==> src/rtl/power_cone_sweep_ctrl_if.sv <==
// Sweep controller <-> harness bundle: start/seed request, cone stimulus and response, results.
// Latency: wires only, no storage.
// Backpressure: none; the controller ignores start while a sweep is in flight.
`timescale 1ns/1ps
interface power_cone_sweep_ctrl_if #(
  parameter int CNT_W = 16
);
  logic             start;
  logic [7:0]       seed_in;
  logic [3:0]       vec_out;
  logic             cone_out;
  logic             busy;
  logic             done;
  logic [CNT_W-1:0] out_toggles;
  logic [CNT_W-1:0] in_toggles;
  logic [CNT_W-1:0] mismatches;
  logic [3:0]       first_bad_vec;
  logic             first_bad_valid;

  // Harness side: requests sweeps and closes the loop through the cone.
  modport master (
    output start, seed_in, cone_out,
    input  vec_out, busy, done, out_toggles, in_toggles, mismatches,
           first_bad_vec, first_bad_valid
  );

  // Controller side.
  modport slave (
    input  start, seed_in, cone_out,
    output vec_out, busy, done, out_toggles, in_toggles, mismatches,
           first_bad_vec, first_bad_valid
  );
endinterface

==> src/rtl/power_cone_sweep_ctrl.sv <==
// LFSR sweep of a 4-input cone: drives vectors, checks n_8 against golden, counts toggles.
// Latency: NUM_VEC RUN cycles after start is accepted, then a one-cycle done pulse.
// Backpressure: none; start is only honoured in IDLE, results hold until the next sweep.
`timescale 1ns/1ps
module power_cone_sweep_ctrl #(
  parameter int         NUM_VEC = 256,
  parameter int         CNT_W   = 16,
  parameter logic [7:0] SEED    = 8'h01
) (
  input  logic                   clk,
  input  logic                   rst,
  power_cone_sweep_ctrl_if.slave io_sw
);

  typedef enum logic [1:0] {S_IDLE, S_RUN, S_DONE} state_t;

  // An all-zero LFSR would lock up, so a zero default seed becomes 8'h01.
  localparam logic [7:0]       SEED_EFF = (SEED == 8'h00) ? 8'h01 : SEED;
  localparam logic [15:0]      LAST_IDX = 16'(NUM_VEC - 1);
  localparam logic [CNT_W-1:0] CNT_MAX  = '1;

  state_t           r_state;
  state_t           w_state_nxt;
  logic [7:0]       r_lfsr;
  // vec_out tracks lfsr[3:0] except after reset, where it must read 0 while
  // the LFSR already holds the default seed; hence its own register.
  logic [3:0]       r_vec;
  logic [15:0]      r_idx;
  logic [3:0]       r_prev_vec;
  logic             r_prev_out;
  logic [CNT_W-1:0] r_out_tog;
  logic [CNT_W-1:0] r_in_tog;
  logic [CNT_W-1:0] r_mism;
  logic [3:0]       r_fb_vec;
  logic             r_fb_vld;

  logic             w_start_acc;
  logic             w_last;
  logic [7:0]       w_lfsr_nxt;
  logic [7:0]       w_seed_sel;
  logic             w_golden;
  logic             w_bad;
  logic             w_out_chg;
  logic [3:0]       w_diff;
  logic [2:0]       w_ham;
  logic [CNT_W:0]   w_in_sum;
  logic [CNT_W-1:0] w_in_tog_nxt;
  logic [CNT_W-1:0] w_out_tog_inc;
  logic [CNT_W-1:0] w_mism_inc;

  assign w_start_acc = (r_state == S_IDLE) && io_sw.start;
  assign w_last      = (r_idx == LAST_IDX);
  assign w_lfsr_nxt  = {r_lfsr[6:0], r_lfsr[7] ^ r_lfsr[5] ^ r_lfsr[4] ^ r_lfsr[3]};
  assign w_seed_sel  = (io_sw.seed_in == 8'h00) ? SEED_EFF : io_sw.seed_in;

  // Cone response is combinational from vec_out, so it is judged in the same cycle.
  assign w_golden  = r_vec[0] ^ (~r_vec[1] & r_vec[3]) ^ (r_vec[2] & r_vec[3]);
  assign w_bad     = (io_sw.cone_out != w_golden);
  assign w_out_chg = (io_sw.cone_out != r_prev_out);

  assign w_diff = r_vec ^ r_prev_vec;
  assign w_ham  = 3'(w_diff[0]) + 3'(w_diff[1]) + 3'(w_diff[2]) + 3'(w_diff[3]);

  // Saturating counter updates: a carry out of the counter width pins at all-ones.
  assign w_in_sum      = {1'b0, r_in_tog} + (CNT_W+1)'(w_ham);
  assign w_in_tog_nxt  = w_in_sum[CNT_W] ? CNT_MAX : w_in_sum[CNT_W-1:0];
  assign w_out_tog_inc = (r_out_tog == CNT_MAX) ? r_out_tog : r_out_tog + CNT_W'(1);
  assign w_mism_inc    = (r_mism == CNT_MAX) ? r_mism : r_mism + CNT_W'(1);

  // State register.
  always_ff @(posedge clk or posedge rst) begin
    if (rst) r_state <= S_IDLE;
    else     r_state <= w_state_nxt;
  end

  // Next-state: IDLE -> RUN on start, RUN -> DONE after the last vector, DONE lasts one cycle.
  always_comb begin
    w_state_nxt = r_state;
    case (r_state)
      S_IDLE:  if (io_sw.start) w_state_nxt = S_RUN;
      S_RUN:   if (w_last)      w_state_nxt = S_DONE;
      S_DONE:                   w_state_nxt = S_IDLE;
      default:                  w_state_nxt = S_IDLE;
    endcase
  end

  // Sweep datapath: seed load on start, one vector per RUN cycle with checking and toggle counting.
  always_ff @(posedge clk or posedge rst) begin
    if (rst) begin
      r_lfsr     <= SEED_EFF;
      r_vec      <= '0;
      r_idx      <= '0;
      r_prev_vec <= '0;
      r_prev_out <= 1'b0;
      r_out_tog  <= '0;
      r_in_tog   <= '0;
      r_mism     <= '0;
      r_fb_vec   <= '0;
      r_fb_vld   <= 1'b0;
    end else if (w_start_acc) begin
      r_lfsr     <= w_seed_sel;
      r_vec      <= w_seed_sel[3:0];
      r_idx      <= '0;
      r_prev_vec <= '0;
      r_prev_out <= 1'b0;
      r_out_tog  <= '0;
      r_in_tog   <= '0;
      r_mism     <= '0;
      r_fb_vec   <= '0;
      r_fb_vld   <= 1'b0;
    end else if (r_state == S_RUN) begin
      if (w_bad) begin
        r_mism <= w_mism_inc;
        if (!r_fb_vld) begin
          r_fb_vec <= r_vec;
          r_fb_vld <= 1'b1;
        end
      end
      // The first vector has no predecessor, so it contributes no toggles.
      if (r_idx != 16'd0) begin
        if (w_out_chg) r_out_tog <= w_out_tog_inc;
        r_in_tog <= w_in_tog_nxt;
      end
      r_prev_vec <= r_vec;
      r_prev_out <= io_sw.cone_out;
      // The LFSR stops on the last vector so vec_out keeps showing it afterwards.
      if (!w_last) begin
        r_lfsr <= w_lfsr_nxt;
        r_vec  <= w_lfsr_nxt[3:0];
        r_idx  <= r_idx + 16'd1;
      end
    end
  end

  assign io_sw.vec_out         = r_vec;
  assign io_sw.busy            = (r_state != S_IDLE);
  assign io_sw.done            = (r_state == S_DONE);
  assign io_sw.out_toggles     = r_out_tog;
  assign io_sw.in_toggles      = r_in_tog;
  assign io_sw.mismatches      = r_mism;
  assign io_sw.first_bad_vec   = r_fb_vec;
  assign io_sw.first_bad_valid = r_fb_vld;

endmodule

==> src/flat_wrapper.sv <==
// flat-port wrapper written by rule: the top's interface ports become plain ports
module power_cone_sweep_ctrl_flat 
#(
  parameter int         NUM_VEC = 256,
  parameter int         CNT_W   = 16,
  parameter logic [7:0] SEED    = 8'h01
)
  (clk, rst, io_sw_start, io_sw_seed_in, io_sw_cone_out, io_sw_vec_out, io_sw_busy, io_sw_done, io_sw_out_toggles, io_sw_in_toggles, io_sw_mismatches, io_sw_first_bad_vec, io_sw_first_bad_valid);
  power_cone_sweep_ctrl_if #(.CNT_W(CNT_W)) io_sw_i ();
  input  logic clk;
  input  logic rst;
  input wire logic [$bits(io_sw_i.start)-1:0] io_sw_start;
  input wire logic [$bits(io_sw_i.seed_in)-1:0] io_sw_seed_in;
  input wire logic [$bits(io_sw_i.cone_out)-1:0] io_sw_cone_out;
  output wire logic [$bits(io_sw_i.vec_out)-1:0] io_sw_vec_out;
  output wire logic [$bits(io_sw_i.busy)-1:0] io_sw_busy;
  output wire logic [$bits(io_sw_i.done)-1:0] io_sw_done;
  output wire logic [$bits(io_sw_i.out_toggles)-1:0] io_sw_out_toggles;
  output wire logic [$bits(io_sw_i.in_toggles)-1:0] io_sw_in_toggles;
  output wire logic [$bits(io_sw_i.mismatches)-1:0] io_sw_mismatches;
  output wire logic [$bits(io_sw_i.first_bad_vec)-1:0] io_sw_first_bad_vec;
  output wire logic [$bits(io_sw_i.first_bad_valid)-1:0] io_sw_first_bad_valid;
  assign io_sw_i.start = io_sw_start;
  assign io_sw_i.seed_in = io_sw_seed_in;
  assign io_sw_i.cone_out = io_sw_cone_out;
  assign io_sw_vec_out = io_sw_i.vec_out;
  assign io_sw_busy = io_sw_i.busy;
  assign io_sw_done = io_sw_i.done;
  assign io_sw_out_toggles = io_sw_i.out_toggles;
  assign io_sw_in_toggles = io_sw_i.in_toggles;
  assign io_sw_mismatches = io_sw_i.mismatches;
  assign io_sw_first_bad_vec = io_sw_i.first_bad_vec;
  assign io_sw_first_bad_valid = io_sw_i.first_bad_valid;
  power_cone_sweep_ctrl #(.NUM_VEC(NUM_VEC), .CNT_W(CNT_W), .SEED(SEED)) u_core (.clk(clk), .rst(rst), .io_sw(io_sw_i));
endmodule
==> config.mk <==
export PLATFORM = sky130hd
export DESIGN_NAME = power_cone_sweep_ctrl_flat
export DESIGN_NICKNAME = d
export VERILOG_FILES = /design/src/rtl/power_cone_sweep_ctrl_if.sv /design/src/rtl/power_cone_sweep_ctrl.sv /design/src/flat_wrapper.sv
export SDC_FILE = /design/constraint.sdc
export NUM_CORES = 1
export LEC_CHECK = 0
export CAP_MARGIN = 5
export CORE_MARGIN = 8
export CORE_UTILIZATION = 35
export CTS_CLUSTER_SIZE = 24
export DETAILED_ROUTE_END_ITERATION = 10
export DONT_BUFFER_PORTS = 1
export RECOVER_POWER = 100
export SLEW_MARGIN = 20
export SYNTH_ARGS = -nofsm -noshare
export SYNTH_HDL_FRONTEND = slang
export SYNTH_SLANG_ARGS = --single-unit
==> constraint.sdc <==
create_clock -name clk -period 3.6 [get_ports clk]
set_clock_uncertainty 0.1 [all_clocks]
set_input_delay 0.54 -clock clk [delete_from_list [all_inputs] [get_ports clk]]
set_output_delay 0.54 -clock clk [all_outputs]
set_load 0.01 [all_outputs]
---- After elaboration in Yosys (flattened, before gate mapping) ----
Cells that the tools add are included.
storage, ports and cells
  register bits ........................... 88
  output and inout port bits .............. 59
  logic and storage cells ................. 93
operators by class
  add/sub/neg operators ................... 7
  equality and inequality tests ........... 13
  multiplexer cells ....................... 37
  bitwise operators ....................... 9
  reduce and logical (&&, ||, !) cells .... 16
operators by type and width
  cell                     number
  $mux W16                 16
  $add A16 B1 Y16 const B  3
  $mux W4                  9
  $eq A16 B16 Y1 const B   2
  $mux W8                  4
  $add A16 B3 Y17          1
  $eq A16 B8 Y1 const B    1
  $reduce_bool A16 Y1      1
  $reduce_bool A2 Y1       5
  $logic_not A8 Y1         1
  $ne A2 B1 Y1 const B     4
  $reduce_and A2 Y1        4
  $add A3 B1 Y3            2
  $reduce_and A3 Y1        2
  $mux W1                  5
  $xor A1 B1 Y1            5
  $mux W2                  2
  $ne A2 B2 Y1 const B     2
  $pmux W2 S2              1
  $reduce_and A4 Y1        1
  $xor A4 B4 Y4            1
  $add A1 B1 Y2            1
  $and A1 B1 Y1            2
  $eq A2 B1 Y1 const B     1
  other kinds (5)          6

---- Logic depth before layout (Yosys ltp) ----
Gate-level depths: netlist (run 1).
  word-level depth ........................ 9
  mapped depth ............................ 15

---- Worst setup path before layout (run 1) ----
Ideal clock, no wire load.
  path type ............................... flip-flop to flip-flop
  start point ............................. register u_core.r_vec[0] (netlist: u_core.io_sw.vec_out[0])
  end point ............................... register u_core.r_in_tog[4] (netlist: u_core.io_sw.in_toggles[4])
  setup time .............................. 0.081 ns
  data arrival time ....................... 3.217 ns
  required time ........................... 3.419 ns
  setup slack ............................. 0.202 ns
  cell stages (with the launch flop) ...... 15
  path buffers ............................ 1
  cell sequence ........................... dfrtp_1 -> xor2_1 -> ha_1 -> inv_1 -> fa_1 -> inv_1 -> ha_1 -> inv_1 -> fa_1 -> inv_1 -> a21oi_1 -> or4_1 -> buf_2 -> and4_4 -> nor3_2
on the way
  word-level cells in the longest chain between the ends .. 9
RTL lines
  item                         RTL line                      source
  start: declaration           power_cone_sweep_ctrl.sv:27   logic [3:0] r_vec;
  start signal: assignment     power_cone_sweep_ctrl.sv:102  r_vec <= w_seed_sel[3:0];
  start signal: assignment     power_cone_sweep_ctrl.sv:129  r_vec <= w_lfsr_nxt[3:0];
  $xor A4 B4 Y4                power_cone_sweep_ctrl.sv:61   assign w_diff = r_vec ^ r_prev_vec;
  $add A1 B1 Y2                power_cone_sweep_ctrl.sv:62   assign w_ham = 3'(w_diff[0]) + 3'(w_diff[1]) + 3'(w_diff[2]) + 3'(w_diff[3]);
  $add A3 B1 Y3 (2 in series)  power_cone_sweep_ctrl.sv:62
  $add A16 B3 Y17              power_cone_sweep_ctrl.sv:65   assign w_in_sum = {1'b0, r_in_tog} + (CNT_W+1)'(w_ham);
  $mux W16                     power_cone_sweep_ctrl.sv:66   assign w_in_tog_nxt = w_in_sum[CNT_W] ? CNT_MAX : w_in_sum[CNT_W-1:0];
  $mux W16                     power_cone_sweep_ctrl.sv:120  if (r_idx != 16'd0) begin
  $mux W16                     power_cone_sweep_ctrl.sv:111  end else if (r_state == S_RUN) begin
  $mux W16                     power_cone_sweep_ctrl.sv:100  end else if (w_start_acc) begin
  end signal: assignment       power_cone_sweep_ctrl.sv:122  r_in_tog <= w_in_tog_nxt;
  end: declaration             power_cone_sweep_ctrl.sv:32   logic [CNT_W-1:0] r_in_tog;
No other way between the ends. The select of a mux whose other input is x is not followed.
A chain may end at the register's enable or synchronous reset.

---- Final worst setup path (run 1) ----
  start point ............................. register u_core.r_vec[0] (netlist: u_core.io_sw.vec_out[0])
  end point ............................... register u_core.r_in_tog[15] (netlist: u_core.io_sw.in_toggles[15])
Same word-level chain as after synthesis.

==> flow_summary_export.csv, run 1 <==
group,metric,value,unit
cells_and_area,final_nets,527,
cells_and_area,drive_above_1_share,7.47,%
cells_and_area,final_area,5160,sq um
critical_path,r2r_slack,0.17,ns
sta,fmax,0.292,GHz
clock_network,postCtsHoldBufs,0,
synth,synthTopCellsByArea,"dfrtp_1 45%, nand2_1 5.8%, xnor2_1 3.9%, nand3_1 3.6%, nor2_1 2.8%",
critical_path,critPathKind,"flop to flop",
placed_design,place_inst,669,
sta,post-route-min-period,3.43,ns
route,via_count,3848,
cells_and_area,final_common_cell,"dfrtp_1",
cells_and_area,final_cell_mix,"84 x dfrtp_1, 73 x nand2_1, 35 x nor2_1, 34 x nand3_1, 26 x a21oi_1",
sta,rsz0062_at_grt,"false",
die,die_area,17400,sq um
synth,ys_ff_latch,85,
clock_network,clk_pin_slew_worst_paths,0.07,ns
critical_path,cp_common_cell,"inv_1",
cells_and_area,nFillCells,1300,
die,num_io_pins,71,
sta,hold_viol_final,0,
critical_path,critPathCaptureType,"flop",
critical_path,reg2regPathDepth,14,
critical_path,crit_chain,"xor2_1 > ha_1 > inv_1 > fa_1 > inv_1 > ha_1 > inv_1 > fa_1 > inv_1 > a21oi_1 > or4_4 > buf_4 > and4_1 > nor3_1",
synth,ys_types,59,
sta,worst_slack,0.171,ns
sta,fin_setup_tns,0,ns
cells_and_area,final_core_util,39.2,%
run,max-cap-violations,2,
synth,yosysWarnings,0,
critical_path,slowest_delay,0.59,ns
clock_network,cts_buffer_depth,2,
sta,finalMaxSlewViolations,66,
synth,synth-edff-count,0,
route,drt_iter0_drc,330,
critical_path,worstSetupEndpoint,"u_core.io_sw.in_toggles[15]",
critical_path,cp.arrival,3.57,ns
run_status,outcome,"finished, violations left",
clock_network,numCtsBuffers,9,
power,total_power,2.52,mW
synth,yosysTopAreaCellShare,44.8,%
sta,maxSlewHeadroom,-47.8,%
placed_design,dp_hpwl,8.12,mm
sta,setup_viol,0,
critical_path,crit_family,"adder cells",
sta,finalCritPeriodShare,95.2,%
route,drtPass1Iterations,4,
synth,synthCells,508,
route,postRouteAntennaNets,0,
critical_path,r2r_end,"u_core.io_sw.in_toggles[15]",
clock_network,root_buffer,"clkbuf_16",
power,ir_drop,251,uV
global_route,grt_pass1_wl,19.4,mm
critical_path,startpoint,"u_core.io_sw.vec_out[0]",
global_route,first_global_vias,3671,
die,die_w,132,microns
route,drt_wl_total,11.5,mm
critical_path,worst_ep_required_time,3.74,ns
placed_design,gp_congestion,0.815,
synth,synth_area,4690,sq um
clock_network,cts.sinks,85,
worst_hold_path,hold_class,"primary input to flop",
run_status,violations,"max-capacitance violations, max-slew violations",
synth,syn_nets,531,
route,drc_errors,0,
clock_network,clock_latency,0.34,ns
placed_design,portBuffers,0,
cells_and_area,num_antenna_cells,0,
power,leakage,2.14,nW
sta,whs,0.221,ns
synth,synthFlopType,"dfrtp_1",
power,powerDensity,488,nW/um^2
global_route,gr-usage-all-layers,13.4,%
critical_path,crit_cells,14,
cells_and_area,instances_no_fill,685,
global_route,grt_max_degree,53,
route,post_drt_wl_per_cell,16.7,microns
synth,synth-seq-area-share,45.3,%
die,design.core.area,13200,sq um
die,row_count,42,
synth,async_flop_share,100,%
sta,worstMarginPinSlew,2.20,ns
critical_path,path_buf_inv,5,
global_route,antenna_found_initial,0,
route,vias_per_cell,5.62,
critical_path,start_kind,"flop",
clock_network,cts_tree,"done",
critical_path,timing.rr.start,"u_core.io_sw.vec_out[0]",
synth,synth_top_area_cell,"dfrtp_1",
die,start_util,35.6,%
critical_path,slowest_stage,"or4_4",
critical_path,crit_fanout,7,
clock_network,cts-htree-levels,3,
placed_design,placed_cell_area,4870,sq um
placed_design,dp_slack,0.110,ns
synth,post_synth.cell_area_avg,9.24,sq um
cells_and_area,area_growth,10.1,%
die,die_y,132,microns
global_route,overflow,0,
logic make-up (layout without fill, tap and decap cells):
logic type	after synthesis	after routing	share of synthesized area, %
AOI/OAI and AO/OA	94	94	13.5
and+or+nand+nor	235	235	25.9
muxes	9	9	1.97
xor gates and xnor gates	31	31	5.79
adders and majority gates	11	11	3.25
buffers and inverters	43	44	4.27
DFF	85	85	45.3
synth_stat cells (3+ instances only):
library cell	count
a21o_1	3
a21oi_1	26
a311oi_1	4
a31o_2	3
a31oi_1	7
a41o_1	3
and2_1	9
and3_1	8
and4_1	9
buf_2	7
buf_4	4
clkbuf_1	15
dfrtp_1	84
ha_1	9
inv_1	15
mux2i_1	7
nand2_1	73
nand2b_1	3
nand3_1	34
nand4_1	17
nor2_1	35
nor2b_1	5
nor3_1	13
nor3_2	3
nor4_1	10
o211ai_1	5
o21ai_0	17
o311ai_0	4
o31ai_1	4
or4_1	4
xnor2_1	21
xor2_1	10
cell type report:
| cell class | count | area (sq um) | share of cell area, % |
|---|---|---|---|
| sequential | 85 | 2130 | 41.2 |
| clock buffer | 9 | 225 | 4.36 |
| tap | 176 | 220 | 4.26 |
| clock inverter | 7 | 121 | 2.35 |
| inverter | 15 | 57.6 | 1.11 |
| multi-input combinational | 380 | 2350 | 45.4 |
| timing repair buffer | 13 | 65.1 | 1.26 |
metal layers:
layer  vias to the layer above  track usage [%]  wire, microns
met4                         0             4.21            127
li1                       1832                -              -
met1                      1909             17.6           5380
met5                         -                0              0
met2                        99             21.1           5230
met3                         8             3.39            728
worst min path at each step:
stage / startpoint / end / slack [ns] / depth (start not counted)
floorplan: u_core.r_lfsr[0] / u_core.r_lfsr[0] / 0.35 / 2
global placement: u_core.r_lfsr[0] / u_core.r_lfsr[0] / 0.36 / 2
detailed placement: u_core.r_lfsr[0] / u_core.r_lfsr[0] / 0.36 / 2
CTS: rst / u_core.io_sw.out_toggles[14] / 0.16 / 1
global route: io_sw_cone_out / u_core.r_prev_out / 0.21 / 2
finish: io_sw_cone_out / u_core.r_prev_out / 0.22 / 2
report_power, final:
part	leakage [nW]	switching, mW	internal (mW)
clock network	0.170	0.399	0.683
registers	1.03	0.181	1.04
logic	0.938	0.115	0.0980
total	2.14	0.694	1.83
registers in the layout (all words and copies together) (netlist names):
name,count
u_core.r_state,2
u_core.r_prev_vec,4
u_core.r_lfsr,6
u_core.io_sw.in_toggles,16
u_core.io_sw.out_toggles,16
u_core.io_sw.first_bad_vec,4
u_core.r_idx,16
u_core.io_sw.first_bad_valid,1
u_core.io_sw.vec_out,3
u_core.io_sw.mismatches,16
u_core.r_prev_out,1
repair_timing:
action	4_1_cts	5_1_grt
endpoints found under the setup margin	0	4
endpoints found under the hold margin	0	0
buffers inserted	0	0
gates resized for setup	0	1
Note: power is estimated with default switching activity, not from simulation.
==> inputs of run 2 (changes only) <==
- clock period: 3.6 -> 4.1 ns (I/O delays scaled with it)
==> run 2 against run 1 <==
Net effect:
- the run still ends with max-capacitance violations, max-slew violations left
- maximum frequency is 6.2% lower
- clock-buffer cell count is 1 higher
- sequential power is 12% lower
- largest power group unchanged
- highest routed layer unchanged
==> flow_summary_export.csv, run 2 (synthesis gave the netlist of run 1 again) <==
group,metric,value,unit
cells_and_area,instances_no_fill,681,
run_status,outcome,"finished, violations left",
sta,worst_slack,0.444,ns
global_route,antenna_found_initial,0,
global_route,first_global_vias,3527,
clock_network,numCtsBuffers,9,
worst_hold_path,hold_class,"primary input to flop",
sta,fin_setup_tns,0,ns
power,ir_drop,181,uV
sta,rsz0062_at_grt,"false",
global_route,grt_pass1_wl,18.9,mm
sta,hold_viol_final,0,
clock_network,root_buffer,"clkbuf_16",
route,drtPass1Iterations,5,
cells_and_area,num_antenna_cells,0,
placed_design,place_inst,665,
critical_path,cp_common_cell,"inv_1",
die,start_util,35.6,%
clock_network,cts.sinks,85,
die,row_count,42,
clock_network,cts_buffer_depth,2,
power,powerDensity,420,nW/um^2
clock_network,cts_resized,0,
critical_path,critPathCaptureType,"flop",
cells_and_area,layout.area.seq,2130,sq um
route,postRouteAntennaNets,0,
placed_design,gp_congestion,0.803,
route,drt_iter0_drc,264,
run_status,violations,"max-capacitance violations, max-slew violations",
die,die_area,17400,sq um
worst_hold_path,hold-path-cell-count,2,
run,max-cap-violations,3,
clock_network,postCtsHoldBufs,0,
critical_path,critPathKind,"flop to flop",
sta,finalCritPeriodShare,89.2,%
critical_path,path_buf_inv,4,
cells_and_area,final_common_cell,"dfrtp_1",
cells_and_area,final_cell_mix,"84 x dfrtp_1, 73 x nand2_1, 35 x nor2_1, 34 x nand3_1, 26 x a21oi_1",
cells_and_area,nFillCells,1339,
placed_design,portBuffers,0,
route,drt_wl_total,11.5,mm
global_route,grt_max_degree,48,
placed_design,dp_slack,0.451,ns
global_route,overflow,0,
die,die_w,132,microns
cells_and_area,drive_above_1_share,6.93,%
critical_path,reg2regPathDepth,13,
critical_path,slowest_delay,0.76,ns
clock_network,cts_setup_buffers,0,
global_route,gr-usage-all-layers,13.2,%
route,highest_layer,"met4",
route,post_drt_wl_per_cell,16.8,microns
cells_and_area,multiInputGateArea,2350,sq um
clock_network,clock_latency,0.34,ns
die,num_io_pins,71,
die,design.core.area,13200,sq um
cells_and_area,final_nets,523,
clock_network,cts-htree-levels,3,
cells_and_area,area_growth,9.09,%
sta,fmax,0.273,GHz
clock_network,clk_pin_slew_worst_paths,0.07,ns
critical_path,start_kind,"flop",
power,total_power,2.15,mW
critical_path,slowest_stage,"or4_1",
sta,finalMaxSlewViolations,96,
placed_design,dp_hpwl,8.02,mm
critical_path,crit_family,"adder cells",
sta,maxSlewHeadroom,-42.3,%
route,wl_met1,5.31,mm
sta,post-route-min-period,3.66,ns
critical_path,crit_chain,"xor2_1 > ha_1 > inv_1 > fa_1 > inv_1 > ha_1 > inv_1 > fa_1 > inv_1 > a21oi_1 > or4_1 > and2_0 > a311oi_1",
critical_path,crit_cells,13,
critical_path,worst_ep_required_time,4.22,ns
route,drc_errors,0,
power,leakage,2.11,nW
critical_path,crit_fanout,12,
route,route.met3.wl,782,microns
sta,setup_viol,0,
route,met2_length,5.17,mm
die,die_y,132,microns
sta,worstMarginPinSlew,2.12,ns
critical_path,cp.arrival,3.78,ns
cells_and_area,final_core_util,38.8,%
clock_network,cts_tree,"done",
route,via_count,3789,
route,vias_per_cell,5.56,
-- run 2: final cells by class --
type	count	area share, %
repair buffers	9	0.806
multi-input cells	380	45.8
clock inverters	6	1.69
inverters	15	1.12
well taps	176	4.30
clock buffers	10	4.67
flip-flops and latches	85	41.6
-- run 2: layer usage --
layer	up-vias	global-route usage (%)
met5	-	0
met4	0	5.36
met3	11	3.81
met2	100	20.1
met1	1853	17.3
li1	1825	-
-- run 2: path summary, 6_finish.rpt --
kind                                         startpoint                     endpoint  slack (ns)
worst max-delay path            u_core.io_sw.vec_out[0]  u_core.io_sw.in_toggles[10]        0.44
worst min-delay path                     io_sw_cone_out            u_core.r_prev_out        0.29
worst max register to register  u_core.io_sw.vec_out[0]  u_core.io_sw.in_toggles[10]        0.44
worst min register to register         u_core.r_lfsr[0]             u_core.r_lfsr[0]        0.37
max in group asynchronous                           rst   u_core.io_sw.mismatches[5]        1.53
min in group asynchronous                           rst             u_core.r_idx[10]        0.61
-- run 2: per-stage QoR --
| step | cell area (sq um) | hold WS, ns |
|---|---|---|
| final | 5120 | 0.290 |
| after global routing | 5120 | 0.297 |
| after CTS | 5160 | 0.230 |
| after detailed placement | 4840 | 0.366 |
| after global placement | 4840 | 0.358 |
| after floorplan | 4690 | 0.351 |
-- run 2: power by group --
part / internal (mW) / switching [mW] / total (mW)
clock network: 0.549 / 0.337 / 0.886
registers: 0.918 / 0.158 / 1.08
logic: 0.0862 / 0.103 / 0.189
total: 1.55 / 0.598 / 2.15
==> inputs of run 3 (changes only) <==
- GPL_TIMING_DRIVEN: default -> 0
==> run 3 against run 2 <==
Net effect:
- utilization grew 0.69 points
- design area grew 1.8%
- critical path type unchanged
- via count grew 5.2%
- global-route usage grew 1.6 points
- sequential cell count is the same
- the flow still finishes with violations (max-capacitance violations, max-slew violations)
- clock-buffer cell count grew 1
- sequential power is essentially flat
- final cell count grew 2.9%
- combinational power is essentially flat
==> flow_summary_export.csv, run 3 (synthesis gave the netlist of run 1 again) <==
group,metric,value,unit
power,seqPwrFrac,50.0,%
sta,finalCritPeriodShare,92.5,%
power,leakage,2.16,nW
sta,whs,0.301,ns
clock_network,cts_setup_buffers,0,
sta,rsz0062_at_grt,"false",
sta,finalMaxSlewViolations,35,
global_route,overflow,0,
die,row_count,42,
power,netSwitchingPower,601,uW
cells_and_area,final_core_util,39.5,%
sta,fin_setup_tns,0,ns
critical_path,start_kind,"flop",
sta,maxSlewHeadroom,-2.50,%
clock_network,clock_latency,0.34,ns
cells_and_area,area_growth,11.0,%
placed_design,gp_congestion,0.816,
clock_network,cts_resized,0,
power,switching_share,27.9,%
cells_and_area,final_nets,543,
clock_network,cts_buffer_depth,2,
clock_network,cts.sinks,85,
critical_path,critPathKind,"flop to flop",
sta,worst_slack,0.307,ns
run,max-cap-violations,1,
global_route,antenna_found_initial,0,
critical_path,crit_fanout,10,
route,drt_wl_total,12.6,mm
route,vias_per_cell,5.69,
power,powerDensity,414,nW/um^2
global_route,gr-usage-all-layers,14.8,%
sta,worstMarginPinSlew,1.53,ns
sta,hold_viol_final,0,
sta,setup_viol,0,
run_status,outcome,"finished, violations left",
clock_network,numCtsBuffers,9,
cells_and_area,final_cell_mix,"84 x dfrtp_1, 73 x nand2_1, 35 x nor2_1, 34 x nand3_1, 26 x a21oi_1",
global_route,first_global_vias,3834,
die,die_area,17400,sq um
route,drc_errors,0,
clock_network,cts_tree,"done",
die,die_w,132,microns
placed_design,dp_hpwl,9.09,mm
die,start_util,35.6,%
global_route,use_met3,3.93,%
global_route,grt_max_degree,53,
placed_design,dp_slack,0.354,ns
global_route,grt_pass1_wl,21.0,mm
route,drtPass1Iterations,9,
global_route,gr-usage-met1,18.7,%
clock_network,clk_pin_slew_worst_paths,0.06,ns
power,clkPwrFrac,41.2,%
critical_path,worst_ep_required_time,4.28,ns
global_route,grtUsageMet2,23.3,%
cells_and_area,num_antenna_cells,0,
worst_hold_path,hold_class,"primary input to flop",
clock_network,root_buffer,"clkbuf_16",
route,post_drt_wl_per_cell,18.0,microns
sta,fmax,0.264,GHz
critical_path,cp.arrival,3.97,ns
die,num_io_pins,71,
route,via_count,3987,
sta,post-route-min-period,3.79,ns
global_route,top_usage_layer,"met2",
route,drt_iter0_drc,285,
cells_and_area,drive_above_1_share,7.62,%
route,postRouteAntennaNets,0,
cells_and_area,final_common_cell,"dfrtp_1",
power,combPwrFrac,8.8,%
clock_network,postCtsHoldBufs,0,
power,ir_drop,188,uV
placed_design,portBuffers,0,
die,design.core.area,13200,sq um
clock_network,cts-htree-levels,3,
run_status,violations,"max-capacitance violations, max-slew violations",
power,intPower,1.56,mW
die,die_y,132,microns
critical_path,critPathCaptureType,"flop",
## run 3: path summary, 6_finish.rpt
check	start	endpoint	cells after the start	slack (ns)
worst max-delay path	u_core.io_sw.vec_out[0]	u_core.io_sw.in_toggles[9]	14	0.31
worst min-delay path	io_sw_cone_out	u_core.r_prev_out	2	0.30
worst max register to register	u_core.io_sw.vec_out[0]	u_core.io_sw.in_toggles[9]	14	0.31
worst min register to register	u_core.r_lfsr[0]	u_core.r_lfsr[0]	2	0.37
max in group asynchronous	rst	u_core.r_prev_vec[3]	2	1.55
min in group asynchronous	rst	u_core.io_sw.out_toggles[8]	1	0.41
## run 3: power groups by stage
| stage | logic [mW] | registers [mW] | clock network, mW |
|---|---|---|---|
| 2_1_floorplan | 0.159 | 1.05 | 0 |
| 3_3_place_gp | 0.182 | 1.10 | 0 |
| 3_5_place_dp | 0.194 | 1.10 | 0 |
| 4_1_cts | 0.195 | 1.08 | 0.908 |
| 5_1_grt | 0.224 | 1.10 | 0.946 |
| 6_report | 0.190 | 1.08 | 0.888 |
## run 3: per-stage QoR
| stage | instance area [sq um] | std cells | power (mW) |
|---|---|---|---|
| detailed placement | 4940 | 685 | 1.29 |
| global route | 5210 | 701 | 2.27 |
| floorplan | 4690 | 508 | 1.21 |
| global placement | 4910 | 684 | 1.28 |
| finish | 5210 | 701 | 2.16 |
| CTS | 5270 | 701 | 2.19 |
## run 3: layout make-up
cell class	count	area, sq um
fill	1294	7980
multi-input combinational	380	2340
sequential	85	2130
clock buffer	11	243
tap	176	220
buffer	28	130
clock inverter	5	83.8
inverter	15	57.6
timing repair buffer	1	5.00
## run 3: critical path, stage by stage, from the launching register on
cell,delay (ns)
dfrtp_1,0.50
xor2_1,0.21
ha_1,0.29
inv_1,0.05
fa_1,0.49
inv_1,0.08
ha_1,0.15
inv_1,0.05
fa_1,0.41
inv_1,0.07
a21oi_1,0.15
or4_1,0.60
clkbuf_2,0.22
a21oi_1,0.17
o221a_2,0.20
## run 3: routing by layer
metal  part of all wire (%)  vias up
li1                       -     1870
met1                     44     1976
met2                     47      114
met3                    6.7       27
met4                    2.4        0
met5                      0        -
